**src/rtl/ascii_varies_parser_if.sv**
```systemverilog
// ---------------------------------------------------------------------------
// ascii_varies_parser_if
// Byte-stream input handshake and committed value-bank outputs of the ASCII
// value parser, grouped into one bundle.
//   i_valid  : sender has a byte on i_data
//   i_data   : ASCII byte
//   o_ready  : parser accepts i_data when i_valid && o_ready
//   o_varies : committed value bank, field k at [k*8 +: 8]
//   o_update : one-cycle pulse when o_varies changes
//   o_count  : number of fields written by the last committed line
//   o_err    : one-cycle pulse when a line is discarded
// Modports: master = byte source / bank consumer, slave = the parser.
// ---------------------------------------------------------------------------
interface ascii_varies_parser_if #(
  parameter int N_FIELDS = 16
) ();
  logic                    i_valid;
  logic [7:0]              i_data;
  logic                    o_ready;
  logic [N_FIELDS*8-1:0]   o_varies;
  logic                    o_update;
  logic [4:0]              o_count;
  logic                    o_err;

  modport master (
    output i_valid, i_data,
    input  o_ready, o_varies, o_update, o_count, o_err
  );

  modport slave (
    input  i_valid, i_data,
    output o_ready, o_varies, o_update, o_count, o_err
  );
endinterface

```
**src/rtl/ascii_varies_parser.sv**
```systemverilog
// ---------------------------------------------------------------------------
// ascii_varies_parser
// Decodes a line-oriented ASCII stream of decimal fields ("12 255,7\n") into
// a packed bank of N_FIELDS 8-bit values. Fields are separated by space or
// comma, CR is ignored, LF terminates and atomically commits the line.
// Values above 255 saturate; a malformed line is discarded with an o_err
// pulse and leaves the committed bank untouched.
//
// Optional feature (macro PARSER_HEX_EN): fields written "0x.."/"0X.." with
// one or two hex digits are accepted as hexadecimal.
//
// Ports:
//   sys_clk : clock, all logic on rising edge
//   sys_rst : synchronous active-high reset
//   bus     : ascii_varies_parser_if.slave (byte handshake + value outputs)
// ---------------------------------------------------------------------------
module ascii_varies_parser #(
  parameter int N_FIELDS   = 16,
  parameter int MAX_DIGITS = 3
) (
  input  logic                  sys_clk,
  input  logic                  sys_rst,
  ascii_varies_parser_if.slave  bus
);

  localparam int IDX_W  = $clog2(N_FIELDS + 1);
  localparam int DCNT_W = $clog2(MAX_DIGITS + 1);
  localparam logic [IDX_W-1:0]  IDX_FULL = IDX_W'(N_FIELDS);
  localparam logic [DCNT_W-1:0] DCNT_MAX = DCNT_W'(MAX_DIGITS);
  localparam logic [7:0] C_LF = 8'h0A;
  localparam logic [7:0] C_CR = 8'h0D;

  typedef enum logic [1:0] {S_IDLE, S_DIGIT, S_DROP, S_COMMIT} state_t;

  function automatic logic is_dig(input logic [7:0] c);
    return (c >= 8'h30) && (c <= 8'h39);
  endfunction

  function automatic logic is_sep(input logic [7:0] c);
    return (c == 8'h20) || (c == 8'h2C);
  endfunction

  function automatic logic [7:0] sat8(input logic [9:0] a);
    return (a > 10'd255) ? 8'hFF : a[7:0];
  endfunction

`ifdef PARSER_HEX_EN
  function automatic logic is_hex(input logic [7:0] c);
    return is_dig(c) || ((c >= 8'h61) && (c <= 8'h66)) || ((c >= 8'h41) && (c <= 8'h46));
  endfunction

  // Letters a-f / A-F share low nibbles 1..6, so +9 maps them to 10..15.
  function automatic logic [3:0] hex_val(input logic [7:0] c);
    return is_dig(c) ? c[3:0] : 4'(c[3:0] + 4'd9);
  endfunction

  logic r_hex;
  logic w_hex_nxt;
`endif

  state_t                r_state, w_state_nxt;
  logic [9:0]            r_acc, w_acc_nxt;
  logic [DCNT_W-1:0]     r_dcnt, w_dcnt_nxt;
  logic [IDX_W-1:0]      r_idx;
  logic [N_FIELDS*8-1:0] r_shadow, w_shadow_st;
  logic [N_FIELDS*8-1:0] r_varies;
  logic [IDX_W-1:0]      r_count, w_cnt_nxt;
  logic                  r_err;

  logic w_accept, w_store, w_commit, w_err, w_clear, w_fld_end, w_fld_lf;
  logic [7:0] w_c;

  assign w_c      = bus.i_data;
  assign w_accept = bus.i_valid && bus.o_ready;

  always_comb begin
    w_state_nxt = r_state;
    w_acc_nxt   = r_acc;
    w_dcnt_nxt  = r_dcnt;
`ifdef PARSER_HEX_EN
    w_hex_nxt   = r_hex;
`endif
    w_store     = 1'b0;
    w_commit    = 1'b0;
    w_err       = 1'b0;
    w_clear     = 1'b0;
    w_fld_end   = 1'b0;
    w_fld_lf    = 1'b0;
    w_shadow_st = r_shadow;

    if (r_state == S_COMMIT) begin
      // Bank already published on the LF edge; start a fresh line.
      w_state_nxt = S_IDLE;
      w_clear     = 1'b1;
    end else if (w_accept && (w_c != C_CR)) begin
      case (r_state)
        S_IDLE: begin
          if (is_dig(w_c)) begin
            w_acc_nxt   = 10'(w_c[3:0]);
            w_dcnt_nxt  = DCNT_W'(1);
`ifdef PARSER_HEX_EN
            w_hex_nxt   = 1'b0;
`endif
            w_state_nxt = S_DIGIT;
          end else if (is_sep(w_c)) begin
            w_state_nxt = S_IDLE;
          end else if (w_c == C_LF) begin
            w_commit    = 1'b1;
            w_state_nxt = S_COMMIT;
          end else begin
            w_state_nxt = S_DROP;
          end
        end

        S_DIGIT: begin
`ifdef PARSER_HEX_EN
          if (r_hex) begin
            if (is_hex(w_c)) begin
              if (r_dcnt < DCNT_W'(2)) begin
                w_acc_nxt  = (r_acc << 4) | 10'(hex_val(w_c));
                w_dcnt_nxt = r_dcnt + 1'b1;
              end else begin
                w_state_nxt = S_DROP;
              end
            end else if (is_sep(w_c) || (w_c == C_LF)) begin
              // A bare "0x" carries no value and is malformed.
              if (r_dcnt == '0) begin
                if (w_c == C_LF) w_err = 1'b1;
                else             w_state_nxt = S_DROP;
              end else begin
                w_fld_end = 1'b1;
                w_fld_lf  = (w_c == C_LF);
              end
            end else begin
              w_state_nxt = S_DROP;
            end
          end else if (((w_c == 8'h78) || (w_c == 8'h58)) && (r_dcnt == DCNT_W'(1)) && (r_acc == '0)) begin
            // Leading '0' followed by x/X: restart the digit count in hex mode.
            w_hex_nxt  = 1'b1;
            w_dcnt_nxt = '0;
          end else
`endif
          if (is_dig(w_c)) begin
            if (r_dcnt < DCNT_MAX) begin
              w_acc_nxt  = 10'(r_acc * 10'd10) + 10'(w_c[3:0]);
              w_dcnt_nxt = r_dcnt + 1'b1;
            end else begin
              w_state_nxt = S_DROP;
            end
          end else if (is_sep(w_c) || (w_c == C_LF)) begin
            w_fld_end = 1'b1;
            w_fld_lf  = (w_c == C_LF);
          end else begin
            w_state_nxt = S_DROP;
          end
        end

        S_DROP: begin
          if (w_c == C_LF) w_err = 1'b1;
        end

        default: w_state_nxt = S_IDLE;
      endcase
    end

    // Field completion: store into the shadow bank unless it is already full.
    if (w_fld_end) begin
      if (r_idx == IDX_FULL) begin
        if (w_fld_lf) w_err = 1'b1;
        else          w_state_nxt = S_DROP;
      end else begin
        w_store = 1'b1;
        if (w_fld_lf) begin
          w_commit    = 1'b1;
          w_state_nxt = S_COMMIT;
        end else begin
          w_state_nxt = S_IDLE;
        end
      end
    end

    if (w_err) begin
      w_clear     = 1'b1;
      w_state_nxt = S_IDLE;
    end

    if (w_store) w_shadow_st[int'(r_idx)*8 +: 8] = sat8(r_acc);
  end

  assign w_cnt_nxt = w_store ? (r_idx + 1'b1) : r_idx;

  always_ff @(posedge sys_clk) begin
    if (sys_rst) begin
      r_state  <= S_IDLE;
      r_acc    <= '0;
      r_dcnt   <= '0;
      r_idx    <= '0;
      r_shadow <= '0;
      r_varies <= '0;
      r_count  <= '0;
      r_err    <= 1'b0;
`ifdef PARSER_HEX_EN
      r_hex    <= 1'b0;
`endif
    end else begin
      r_state <= w_state_nxt;
      r_err   <= w_err;
      if (w_clear) begin
        r_acc    <= '0;
        r_dcnt   <= '0;
        r_idx    <= '0;
        r_shadow <= '0;
`ifdef PARSER_HEX_EN
        r_hex    <= 1'b0;
`endif
      end else begin
        r_acc  <= w_acc_nxt;
        r_dcnt <= w_dcnt_nxt;
`ifdef PARSER_HEX_EN
        r_hex  <= w_hex_nxt;
`endif
        if (w_store) begin
          r_shadow <= w_shadow_st;
          r_idx    <= r_idx + 1'b1;
        end
      end
      // Publish on the LF edge so the bank is valid alongside o_update.
      if (w_commit) begin
        r_varies <= w_shadow_st;
        r_count  <= w_cnt_nxt;
      end
    end
  end

  assign bus.o_ready  = (r_state != S_COMMIT);
  assign bus.o_update = (r_state == S_COMMIT);
  assign bus.o_err    = r_err;
  assign bus.o_varies = r_varies;
  assign bus.o_count  = 5'(r_count);

endmodule

```
**src/flat_wrapper.sv**
```systemverilog
// flat-port wrapper written by rule: the top's interface ports become plain ports
module ascii_varies_parser_flat 
#(
  parameter int N_FIELDS   = 16,
  parameter int MAX_DIGITS = 3
)
  (sys_clk, sys_rst, bus_i_valid, bus_i_data, bus_o_ready, bus_o_varies, bus_o_update, bus_o_count, bus_o_err);
  ascii_varies_parser_if #(.N_FIELDS(N_FIELDS)) bus_i ();
  input  logic sys_clk;
  input  logic sys_rst;
  input wire logic [$bits(bus_i.i_valid)-1:0] bus_i_valid;
  input wire logic [$bits(bus_i.i_data)-1:0] bus_i_data;
  output wire logic [$bits(bus_i.o_ready)-1:0] bus_o_ready;
  output wire logic [$bits(bus_i.o_varies)-1:0] bus_o_varies;
  output wire logic [$bits(bus_i.o_update)-1:0] bus_o_update;
  output wire logic [$bits(bus_i.o_count)-1:0] bus_o_count;
  output wire logic [$bits(bus_i.o_err)-1:0] bus_o_err;
  assign bus_i.i_valid = bus_i_valid;
  assign bus_i.i_data = bus_i_data;
  assign bus_o_ready = bus_i.o_ready;
  assign bus_o_varies = bus_i.o_varies;
  assign bus_o_update = bus_i.o_update;
  assign bus_o_count = bus_i.o_count;
  assign bus_o_err = bus_i.o_err;
  ascii_varies_parser #(.N_FIELDS(N_FIELDS), .MAX_DIGITS(MAX_DIGITS)) u_core (.sys_clk(sys_clk), .sys_rst(sys_rst), .bus(bus_i));
endmodule
```
**config.mk**
```make
export PLATFORM = sky130hd
export DESIGN_NAME = ascii_varies_parser_flat
export DESIGN_NICKNAME = d
export VERILOG_FILES = /design/src/rtl/ascii_varies_parser_if.sv /design/src/rtl/ascii_varies_parser.sv /design/src/flat_wrapper.sv
export SDC_FILE = /design/constraint.sdc
export NUM_CORES = 1
export LEC_CHECK = 0
export ABC_AREA = 0
export CORE_MARGIN = 5
export CORE_UTILIZATION = 55
export DETAILED_ROUTE_END_ITERATION = 8
export PLACE_DENSITY = 0.9
export SLEW_MARGIN = 40
export SYNTH_ARGS = -nofsm -noshare
export SYNTH_HDL_FRONTEND = slang
export SYNTH_SLANG_ARGS = --single-unit
```
**constraint.sdc**
```tcl
create_clock -name sys_clk -period 5.1 [get_ports sys_clk]
set_input_delay 0.51 -clock sys_clk [delete_from_list [all_inputs] [get_ports sys_clk]]
set_output_delay 0.51 -clock sys_clk [all_outputs]
set_load 0.01 [all_outputs]
```
==> summary.txt <==
Status
  • Outcome: complete, no violations

STA
  • Relative max-transition margin: a little over two fifths
  • Setup slack of the critical path after layout: ~0.99 ns
  • TNS Setup: 0 ns
  • Share of the cycle needed by the critical path after routing: roughly four fifths
  • Final min period: 4.11 ns
  • Worst Hold Margin: 0.457 ns
  • Clock Skew: around 0.0087 ns
  • Max Fclk: 0.243 GHz
  • Total count of hold-check failures in the final report: 0
  • Unrepaired setup endpoints after global routing: false
  • Slew at the pin closest to its max-slew limit: 0.835 ns
  • Pins over their slew limit: 0
  • Setup Viol. Count Final: 0

Critical path
  • Beginning of the worst register-to-register path: u_core.r_idx[0]
  • Worst-path fanout max: 20
  • Minimum setup slack among reg-to-reg paths: a little under 1 ns
  • Reg2Reg Capture Point: u_core.bus.o_varies[118]
  • Setup CP Type: flop to flop
  • Arr. time, crit path: 4.50 ns
  • Req. time, crit path: between 5 and 6 ns
  • Crit path capture type: flop
  • Category of the worst setup path launch point: flop
  • Depth of the worst register-to-register path: 9

CTS
  • CTS root buffer: clkbuf_16
  • Hold-fix buffers, CTS: 0
  • Cts bufs inserted: 26
  • Clk_lat worst skew: 0.54 ns
  • Post-CTS Setup Bufs: 0
  • Number of resized instances in the post-cts repair step: 0
  • TritonCTS clock tree: yes
  • Clock transition at path regs: 0.06 ns
  • Buffer levels on the longest clock path: 3
  • Number of H-tree levels: 1
  • Number of sinks handled by clock tree synthesis: 281

Floorplan
  • Initial Util: 56.2%
  • Vertical die dimension: between 150 and 200 um
  • Die Width: 154 um
  • Area enclosed by the die boundary: between 0.02 and 0.025 mm^2
  • Top-level I/O count: ~150
  • Row count: 52
  • Area of the placeable core: slightly above 0.02 mm^2

Placement
  • Half-perimeter wire length of the detailed placement result: 19700 um
  • GPL Wtd Cong: 0.886
  • IO Port Bufs: 146
  • Setup Slack @ Placement: 1.14 ns
  • Instance area at placement: 0.0130 mm^2

Synth
  • Netlist area before placement: 0.0114 mm^2
  • Flip-flop and latch count after synthesis: 281
  • Syn_area_per_cell: between 9 and 10 um^2
  • Distinct cell type count of the synthesized netlist: 68
  • Post-synth EDFFs: 0
  • Sequential cell area fraction in the yosys report: 49.2%
  • Yosys warns: 0
  • Top_reg_cell synth: dfxtp_1
  • Post-synth net total: ~1200
  • Number of cells produced by synthesis: 1146
  • Share of flip-flops with an asynchronous set or reset: 0%

Routing
  • Wire length after detailed routing: approximately 29000 um
  • DRC violation count after routing: 0
  • DRC marker count from the first detailed-route iteration: 788
  • Total number of vias: 8894
  • Number of iterations in the first detailed-routing pass: 5
  • Antenna Nets Post-Route: 0
  • Avg WL per Cell: 19.0 um
  • Routed via count divided by cell count: about 5.8

Pwr
  • Leakage dissipation: 4.93 nW
  • Clock Power Share: 46.3%
  • P_sw: 900 uW
  • Peak supply drop: 0.232 mV
  • Flop pwr share: a little over 50%
  • Net Sw Frac: 21.0%
  • P_int: 3.38 mW
  • Portion of total power attributed to combinational logic: 2.3%
  • Pwr Density: 308 mW/mm^2

Finish
  • Area growth from synthesis to layout: 21.5%
  • Area of all placed cells without fillers: 0.0139 mm^2
  • Fraction of final layout cells with drive strength greater than 1: 11.6%
  • Area occupied by multi-input gates: 0.00539 mm^2
  • Filler cell count: around 1500
  • Flip-flop and latch area: 0.00563 mm^2
  • Total Nets Final: 1283
  • Number of inserted diodes: 0

Min path
  • Source of the worst hold timing path: u_core.r_dcnt[1]
  • Classification of the worst-slack hold path: flop to flop
  • WHS Endpoint: u_core.r_dcnt[1]
  • Hold path depth: 2

Global route
  • Initial antenna violation count: 0
  • Maximum number of pins on one net before global-route repair: between 70 and 80
  • Global-route wire length before repair: 46600 um
  • Number of global-route vias before repair: between 8000 and 9000
  • Global routing usage summed across all routing layers: a little under a quarter
  • GR Overflow Total: 0

Job
  • Max Cap Violations: 0
[cells in the mapped netlist (3+ instances only)]
cell type	count	area (um^2)
o21ai_0	5	25.0
inv_1	14	52.6
nor3_1	32	160
a21oi_1	19	95.1
dfxtp_1	281	5630
nand4_2	8	100
xor2_1	7	61.3
nand2b_1	13	81.3
ha_1	19	238
a211oi_2	56	701
nand2_1	10	37.5
nor2_1	308	1160
nor3_4	4	65.1
o22ai_1	8	50.1
mux2i_1	121	1210
nand3_1	7	35.0
clkbuf_1	42	158
nor4_1	6	37.5
a22oi_1	3	22.5
buf_4	12	90.1
a211oi_1	72	541
nor3b_1	4	30.0
nor4_4	5	106
a31oi_1	3	18.8
or2_2	3	18.8
nor2b_1	3	18.8
buf_2	22	110
xnor2_1	10	87.6
[critical path: stages, from the launching register on]
cell and delay [ns]:
dfxtp_1 0.54, inv_1 0.38, ha_1 0.38, nor3b_1 0.20
ha_1 0.35, nor4b_2 0.40, nor4b_4 0.54, nand4b_1 0.62
mux2i_1 0.43, a211oi_1 0.11
[power groups by stage]
stage | clock [mW] | sequential [mW] | combinational [mW]
after global routing | 2.08 | 2.20 | 0.105
after floorplan | 0 | 2.25 | 0.0654
after detailed placement | 0 | 2.25 | 0.0963
after CTS | 1.99 | 2.20 | 0.0967
after global placement | 0 | 2.25 | 0.0948
final | 1.98 | 2.20 | 0.0976
[sequential cells by signal, summed over array words and instances, names as in the netlist]
register	cells
u_core.r_idx	5
u_core.bus.o_count	5
u_core.bus.o_varies	128
u_core.r_acc	10
u_core.bus.o_err	1
u_core.r_dcnt	2
u_core.r_state	2
u_core.r_shadow	128
[worst max-delay path by stage]
| stage | start | to | slack [ns] |
|---|---|---|---|
| 3_3_place_gp | u_core.r_idx[0] | u_core.bus.o_varies[116] | 1.34 |
| 3_5_place_dp | u_core.r_idx[0] | u_core.bus.o_varies[115] | 1.14 |
| 5_1_grt | u_core.r_idx[0] | u_core.bus.o_varies[118] | 0.80 |
| 4_1_cts | u_core.r_idx[0] | u_core.bus.o_varies[118] | 1.10 |
| 6_report | u_core.r_idx[0] | u_core.bus.o_varies[118] | 0.99 |
| 2_1_floorplan | u_core.r_idx[0] | u_core.bus.o_varies[88] | 1.44 |
[layout make-up]
cell class | instances | area share (%)
sequential | 281 | 40.5
multi-input combinational | 772 | 38.8
timing repair buffer | 155 | 11.5
clock buffer | 36 | 5.53
tap | 270 | 2.43
clock inverter | 11 | 0.873
inverter | 15 | 0.405
[logic make-up (layout without fill, tap and decap cells)]
kind of cell	count (synthesis)	after routing	share of synthesized area [%]
and+or+nand+nor	426	426	18.1
xor gates and xnor gates	17	17	1.30
AOI/OAI and AO/OA	187	187	14.5
muxes	121	121	10.6
adders and majority gates	21	21	2.43
buffers and inverters	93	217	3.82
DFF	281	281	49.2
[metrics by stage]
step	utilization, %	power (mW)	cells
detailed placement	63.8	2.35	1493
CTS	68.2	4.29	1540
global placement	63.8	2.34	1493
global route	68.2	4.39	1540
finish	68.2	4.28	1540
floorplan	-	2.31	1146
[cells in the final DEF, fill, tap and decap left out, drive strengths merged, types with 4 or more instances in the layout]
cell type,instances
a211oi,128
a21oi,20
a31oi,4
buf,10
clkbuf,36
clkdlybuf4s50,145
clkinv,8
dfxtp,281
ha,19
inv,14
mux2i,121
nand2,13
nand2b,13
nand3,8
nand4,10
nor2,309
nor3,36
nor3b,4
nor4,11
o21ai,6
o22ai,8
xnor2,10
xor2,7
[layer usage]
metal	global-route usage [%]	vias to the layer above	wire (um)
li1	-	4225	-
met1	30.9	4247	12500
met2	39.4	332	13700
met3	3.69	90	1800
met4	9.71	0	1210
met5	0	-	0
No activity file was read; power rests on OpenSTA's default activity.
